File: src/rtl/reg_pkg.sv
// ============================================================================
//  reg_pkg : shared constants and helpers for the reg_pipe register pipeline
//  Revision: 1.0
// ============================================================================
`default_nettype none

package reg_pkg;

  localparam int DEFAULT_WIDTH = 8;

  // Bits needed to hold any occupancy value 0..depth.
  function automatic int cnt_width(input int depth);
    int w;
    w = 0;
    while ((1 << w) < (depth + 1)) begin
      w = w + 1;
    end
    return w;
  endfunction

endpackage

`default_nettype wire

File: src/rtl/reg_pipe_if.sv
// ============================================================================
//  reg_pipe_if : producer/consumer handshake bundle for reg_pipe
//  Revision: 1.0
// ============================================================================
`default_nettype none

interface reg_pipe_if
  import reg_pkg::*;
#(
  parameter int WIDTH = DEFAULT_WIDTH,
  parameter int DEPTH = 4
);

  localparam int CW = cnt_width(DEPTH);

  logic             flush;
  logic             in_valid;
  logic             in_ready;
  logic [WIDTH-1:0] in_data;
  logic             out_valid;
  logic             out_ready;
  logic [WIDTH-1:0] out_data;
  logic [CW-1:0]    count;

  modport master (
    output flush, in_valid, in_data, out_ready,
    input  in_ready, out_valid, out_data, count
  );

  modport slave (
    input  flush, in_valid, in_data, out_ready,
    output in_ready, out_valid, out_data, count
  );

endinterface

`default_nettype wire

File: src/rtl/reg_pipe_stage.sv
// ============================================================================
//  reg_pipe_stage : one valid+data slot of the stallable register pipeline
//  Revision: 1.0
// ============================================================================
`default_nettype none

module reg_pipe_stage
  import reg_pkg::*;
#(
  parameter int               WIDTH     = DEFAULT_WIDTH,
  parameter logic [WIDTH-1:0] RESET_VAL = '0
) (
  input  wire logic             CLK,
  input  wire logic             reset_n,
  input  wire logic             flush,
  input  wire logic             up_valid,
  input  wire logic [WIDTH-1:0] up_data,
  input  wire logic             dn_ready,
  output logic                  valid,
  output logic [WIDTH-1:0]      data,
  output logic                  rdy
);

  assign rdy = ~valid | dn_ready;

  // Data only moves with a valid word so an emptied slot keeps its last value.
  always_ff @(posedge CLK or negedge reset_n) begin
    if (!reset_n) begin
      valid <= 1'b0;
      data  <= RESET_VAL;
    end else if (flush) begin
      valid <= 1'b0;
    end else if (rdy) begin
      valid <= up_valid;
      if (up_valid) begin
        data <= up_data;
      end
    end
  end

endmodule

`default_nettype wire

File: src/rtl/reg_pipe.sv
// ============================================================================
//  reg_pipe : DEPTH-stage WIDTH-bit valid/ready register pipeline with flush
//  Revision: 1.0
// ============================================================================
`default_nettype none

module reg_pipe
  import reg_pkg::*;
#(
  parameter int               WIDTH     = DEFAULT_WIDTH,
  parameter int               DEPTH     = 4,
  parameter logic [WIDTH-1:0] RESET_VAL = '0
) (
  input wire logic   CLK,
  input wire logic   reset_n,
  reg_pipe_if.slave  bus
);

  localparam int CW = cnt_width(DEPTH);

  logic [DEPTH:0]   rdy;
  logic [DEPTH-1:0] valid;
  logic [WIDTH-1:0] data [DEPTH];
  logic             accept;
  logic             pop;
  logic [CW-1:0]    count_q;

  assign rdy[DEPTH]    = bus.out_ready;
  assign bus.in_ready  = rdy[0] & ~bus.flush;
  assign bus.out_valid = valid[DEPTH-1];
  assign bus.out_data  = data[DEPTH-1];
  assign bus.count     = count_q;

  assign accept = bus.in_valid & bus.in_ready;
  assign pop    = valid[DEPTH-1] & bus.out_ready;

  generate
    for (genvar i = 0; i < DEPTH; i++) begin : g_stage
      logic             up_valid;
      logic [WIDTH-1:0] up_data;

      if (i == 0) begin : g_head
        assign up_valid = bus.in_valid;
        assign up_data  = bus.in_data;
      end else begin : g_link
        assign up_valid = valid[i-1];
        assign up_data  = data[i-1];
      end

      reg_pipe_stage #(
        .WIDTH     (WIDTH),
        .RESET_VAL (RESET_VAL)
      ) u_stage (
        .CLK      (CLK),
        .reset_n  (reset_n),
        .flush    (bus.flush),
        .up_valid (up_valid),
        .up_data  (up_data),
        .dn_ready (rdy[i+1]),
        .valid    (valid[i]),
        .data     (data[i]),
        .rdy      (rdy[i])
      );
    end
  endgenerate

  // Tracks popcount(valid) incrementally; simultaneous push and pop cancel.
  always_ff @(posedge CLK or negedge reset_n) begin
    if (!reset_n) begin
      count_q <= '0;
    end else if (bus.flush) begin
      count_q <= '0;
    end else if (accept && !pop) begin
      count_q <= count_q + CW'(1);
    end else if (pop && !accept) begin
      count_q <= count_q - CW'(1);
    end
  end

endmodule

`default_nettype wire

File: src/flat_wrapper.sv
// flat-port wrapper written by rule: the top's interface ports become plain ports
module reg_pipe_flat import reg_pkg::*;
#(
  parameter int               WIDTH     = DEFAULT_WIDTH,
  parameter int               DEPTH     = 4,
  parameter logic [WIDTH-1:0] RESET_VAL = '0
)
  (CLK, reset_n, bus_flush, bus_in_valid, bus_in_data, bus_out_ready, bus_in_ready, bus_out_valid, bus_out_data, bus_count);
  reg_pipe_if #(.WIDTH(WIDTH), .DEPTH(DEPTH)) bus_i ();
  input wire logic CLK;
  input wire logic reset_n;
  input wire logic [$bits(bus_i.flush)-1:0] bus_flush;
  input wire logic [$bits(bus_i.in_valid)-1:0] bus_in_valid;
  input wire logic [$bits(bus_i.in_data)-1:0] bus_in_data;
  input wire logic [$bits(bus_i.out_ready)-1:0] bus_out_ready;
  output wire logic [$bits(bus_i.in_ready)-1:0] bus_in_ready;
  output wire logic [$bits(bus_i.out_valid)-1:0] bus_out_valid;
  output wire logic [$bits(bus_i.out_data)-1:0] bus_out_data;
  output wire logic [$bits(bus_i.count)-1:0] bus_count;
  assign bus_i.flush = bus_flush;
  assign bus_i.in_valid = bus_in_valid;
  assign bus_i.in_data = bus_in_data;
  assign bus_i.out_ready = bus_out_ready;
  assign bus_in_ready = bus_i.in_ready;
  assign bus_out_valid = bus_i.out_valid;
  assign bus_out_data = bus_i.out_data;
  assign bus_count = bus_i.count;
  reg_pipe #(.WIDTH(WIDTH), .DEPTH(DEPTH), .RESET_VAL(RESET_VAL)) u_core (.CLK(CLK), .reset_n(reset_n), .bus(bus_i));
endmodule
File: config.mk
export PLATFORM = sky130hd
export DESIGN_NAME = reg_pipe_flat
export DESIGN_NICKNAME = d
export VERILOG_FILES = /design/src/rtl/reg_pkg.sv /design/src/rtl/reg_pipe_if.sv /design/src/rtl/reg_pipe_stage.sv /design/src/rtl/reg_pipe.sv /design/src/flat_wrapper.sv
export SDC_FILE = /design/constraint.sdc
export NUM_CORES = 1
export LEC_CHECK = 0
export ABC_AREA = 1
export CAP_MARGIN = 20
export CORE_MARGIN = 2
export CORE_UTILIZATION = 23
export DETAILED_ROUTE_END_ITERATION = 10
export SYNTH_ARGS = -nofsm -noshare
export SYNTH_HDL_FRONTEND = slang
export SYNTH_SLANG_ARGS = --single-unit
File: constraint.sdc
create_clock -name CLK -period 4 [get_ports CLK]
set_input_delay 0.8 -clock CLK [delete_from_list [all_inputs] [get_ports CLK]]
set_output_delay 0.8 -clock CLK [all_outputs]
set_load 0.03 [all_outputs]
# == Yosys cells after proc, flatten, opt, wreduce, memory -nomap -nowiden ==
# Cells that the tools add are included.
# word_totals
memories,0
inputBits,13
mem_bits_rw,0
output_inout_bits,13
reg_bits,39
latch_bits,0
elab_cells,47
mem_bits_ro,0
# classes
eq_ne,0
muxes,11
div,0
n_reduce_logical,13
shift,0
n_lt_le_gt_ge,0
bitwise_logic,12
n_mul,0
n_addsub,2
# op_table
op,count
AND reduction 3 bit,4
2-to-1 mux 3 bit,3
2-to-1 mux 1 bit,8
nonzero test 2 bit,4
NOT 1 bit,5
OR 1 bit,4
adder 3 x 1 -> 3 bit (second input constant),1
bitwise AND 1 bit,3
nonzero test 3 bit,1
subtractor 3 x 1 -> 3 bit (second input constant),1
logical AND 1 bit,2
zero test 1 bit,2

# == Longest topological paths before layout ==
# depth
depth_word,12
mapped_depth,12
mapped_depth_nobuf,12

# == Hierarchy ==
# Synthesis repeated with hierarchy kept, for this count alone.
# hier_totals
cells_unflattened,193
area_unflattened_um2,1722.9
# modules_own_cells
mod,n_inst,seq_area_each_um2,area_per_inst_um2,cells_per_inst
reg_pipe_stage,4,225.2,374.1,40
reg_pipe,1,75.1,226.5,33

# == Least setup slack after synthesis ==
# Ideal clock, no wire load.
# synth_timing
path_type,in2out
start,in bus_out_ready
end,out bus_in_ready
stages,4
t_arrival_ns,1.452
required_time_ns,3.200
n_path_buf,0
setup_slack_ns,1.748
path_cell_list,nor2_4 -> inv_2 -> nor2_4 -> a31oi_1
# synth_via
elab_chain_cells,5
# synth_rtl
element,line_no,source
start: declaration,flat_wrapper.sv:15,input wire logic [$bits(bus_i.out_ready)-1:0] bus_out_ready;
OR 1 bit (4 in a row),reg_pipe_stage.sv:24,assign rdy = ~valid | dn_ready;
bitwise AND 1 bit,reg_pipe.sv:29,assign bus.in_ready = rdy[0] & ~bus.flush;
end: declaration,flat_wrapper.sv:16,output wire logic [$bits(bus_i.in_ready)-1:0] bus_in_ready;
# No other way between the ends.

# == Worst setup path after layout ==
# Same ends and word-level chain as after synthesis.

==> qor.yml <==
outcome: "finished clean"
clock-sinks: 39
place_hpwl_um: 2010
worst_setup_path_end_kind: "primary output"
via_count: 1102
drt_wl_total_um: 2700
drc: 0
synth_cell_types: 26
synth_edf_count: 0
place_area_um2: 2000
crit_chain: "clkdlybuf4s50_1 > nor2_4 > inv_2 > nor2_4 > a31oi_1 > clkdlybuf4s50_1"
grt_pass1_wl_um: 4690
die_w_um: 89.4
h-tree-depth: 2
max-cap-violations: 0
synth-main-ff-cell: "dfrtp_1"
tightest_slew_ps: 842
finalHoldViolCount: 0
cts-root-buf: "clkbuf_8"
start_kind: "input port"
grt-ovfl-total: 0
antenna_found_initial: 0
drt_iter0_markers: 56
synth_warnings: 0
cts_hold_buf: 0
slowest_stage: "clkdlybuf4s50_1"
worstPathArrival_ps: 2330
cp.required_ps: 3200
synth_top_area_share_pct: 58.2
start_util_pct: 23.4
max_freq_mhz: 319
finalCritPeriodShare_pct: 78.4
drive_gt1_share_pct: 15.5
wl_per_cell_um: 9.23
io_pins: 26
setup_viol: 0
rows: 31
ir_worst_vdd_mv: 0.135
ys_seq_area_share_pct: 58.2
die-area_um2: 7990
antenna_cells: 0
synth-seq-cells: 39
critPathMaxStageDelay_ps: 690
post_cts_resized: 0
track_usage_pct: 7.62
cp_max_fo: 3
grt_start_max_net_pins: 40
nets: 207
cts_tree: "built"
insertion_delay_ps: 280
io_buffer_count: 25
synth_area_leaders: "dfrtp_1 58%, inv_1 4.9%, nand2_1 4.9%"
syn_avg_cell_area_um2: 10.2
rsz0062_at_grt: "no"
clock-skew-final_ps: 5.22
cts_setup_buffers: 0
setup-tns-final_ps: 0
via_per_inst: 3.76
path_class: "input port to primary output"
clk_pin_slew_ps: 70
cts_buffer_depth: 2
synth_area_um2: 1680
leakagePower_nw: 0.964
grt_pass1_vias: 1074
globalplace.congestion: 0.674
drv_slew: 0
hp-class: "flop to flop"
final_antenna_net_count: 0
area_delta_synth_final_pct: 24.3
slew_headroom_pct: 43.9
die-height_um: 89.4
stdcell_area_um2: 2090
async_flop_share_pct: 100
core-area_um2: 7180
synthCells: 165
cts_buffers: 5
pwr_density_cell_nw_per_um2: 481
synth.largest_area_cell: "dfrtp_1"
synth_nets: 179
finalCriticalPeriod_ps: 3130
firstDrtPassIters: 4
worst max-delay path, delay by kind of cell:
kind / cells / cell delay (ps)
buffers and inverters: 3 / 1300
AOI/OAI and AO/OA: 1 / 130
and+or+nand+nor: 2 / 110
report_power, final:
group,internal [mW],total (mW),switching (mW)
sequential,0.470,0.503,0.0336
clock,0.122,0.254,0.132
combinational,0.104,0.246,0.142
cell families after synthesis:
family / after synthesis / synth area share (%)
AND/OR/NAND/NOR: 56 / 19.2
multiplexers: 1 / 0.671
buffers and inverters: 30 / 8.72
AO/OA/AOI/OAI: 37 / 11.6
XOR/XNOR: 1 / 0.522
flip-flops: 39 / 58.2
adder cells (fa/ha/maj): 1 / 1.19
state kept, by name, summed over array words and instances (netlist names):
| signal | cells |
|---|---|
| u_core.bus.count | 3 |
| u_core.g_stage.u_stage.data | 32 |
| u_core.g_stage.u_stage.valid | 4 |
path summary, 6_finish.rpt:
kind                            cells after the start  slack (ps)                               from                           endpoint
min in group asynchronous                           1         610                            reset_n                u_core.bus.count[0]
worst min register to register                      2         490  u_core.g_stage[3].u_stage.data[1]  u_core.g_stage[3].u_stage.data[1]
max in group asynchronous                           1        2850                            reset_n  u_core.g_stage[3].u_stage.data[1]
worst max-delay path                                6         870                      bus_out_ready                       bus_in_ready
worst min-delay path                                2         490  u_core.g_stage[3].u_stage.data[1]  u_core.g_stage[3].u_stage.data[1]
worst max register to register                     11        2060    u_core.g_stage[3].u_stage.valid                u_core.bus.count[2]
through the flow:
step	setup slack, ps	utilization [%]	power, mW	hold slack (ps)	instances
after detailed placement	859	27.9	0.762	465	285
after CTS	857	29.1	1.02	493	293
after global placement	879	27.9	0.756	458	285
final	866	29.1	1.00	490	293
after global routing	796	29.1	1.07	508	293
after floorplan	1750	-	0.663	443	165
final cells by class:
type                            count  area (um2)
Timing Repair Buffer               25         245
Sequential cell                    39         976
Clock inverter                      2        12.5
Multi-Input combinational cell     96         556
Tap cell                           99         124
Fill cell                         769        5090
Inverter                           26         100
Clock buffer                        6        72.6
layer usage:
| layer | vias up | track usage [%] | part of all wire [%] |
|---|---|---|---|
| li1 | 578 | - | - |
| met1 | 502 | 8.47 | 43 |
| met2 | 18 | 12.7 | 47 |
| met3 | 4 | 3.42 | 7.3 |
| met4 | 0 | 3.26 | 2.0 |
| met5 | - | 0 | 0 |
Yosys cell counts (2+ instances only):
master   count
nor2_1      14
inv_2        3
nand3_2      3
a21oi_1     15
nand2_1     22
nand2_4      2
buf_4        2
nand3_1      3
nand2_2      2
a21oi_2      2
nand3_4      2
nor2_2       2
nor2_4       3
dfrtp_1     39
inv_1       22
nand4_1      2
o21ai_0      6
o21ai_1     13
placed cells by master, fill, tap and decap left out, types with 2 or more instances in the layout:
cell type        netlist  final
a21oi_2                2      2
a21oi_1               15     15
nor2_2                 2      2
nor2_4                 3      3
nand2_4                2      2
o21ai_1               13     13
nand3_4                2      2
clkdlybuf4s50_1        0     24
nand2_2                2      2
inv_1                 22     22
nand4_1                2      2
o21ai_0                6      6
nand2_1               22     22
nand3_2                3      3
nand3_1                3      3
nor2_1                14     14
dfrtp_1               39     39
clkbuf_8               0      5
inv_2                  3      3
Power figures use the tool's default switching activity.
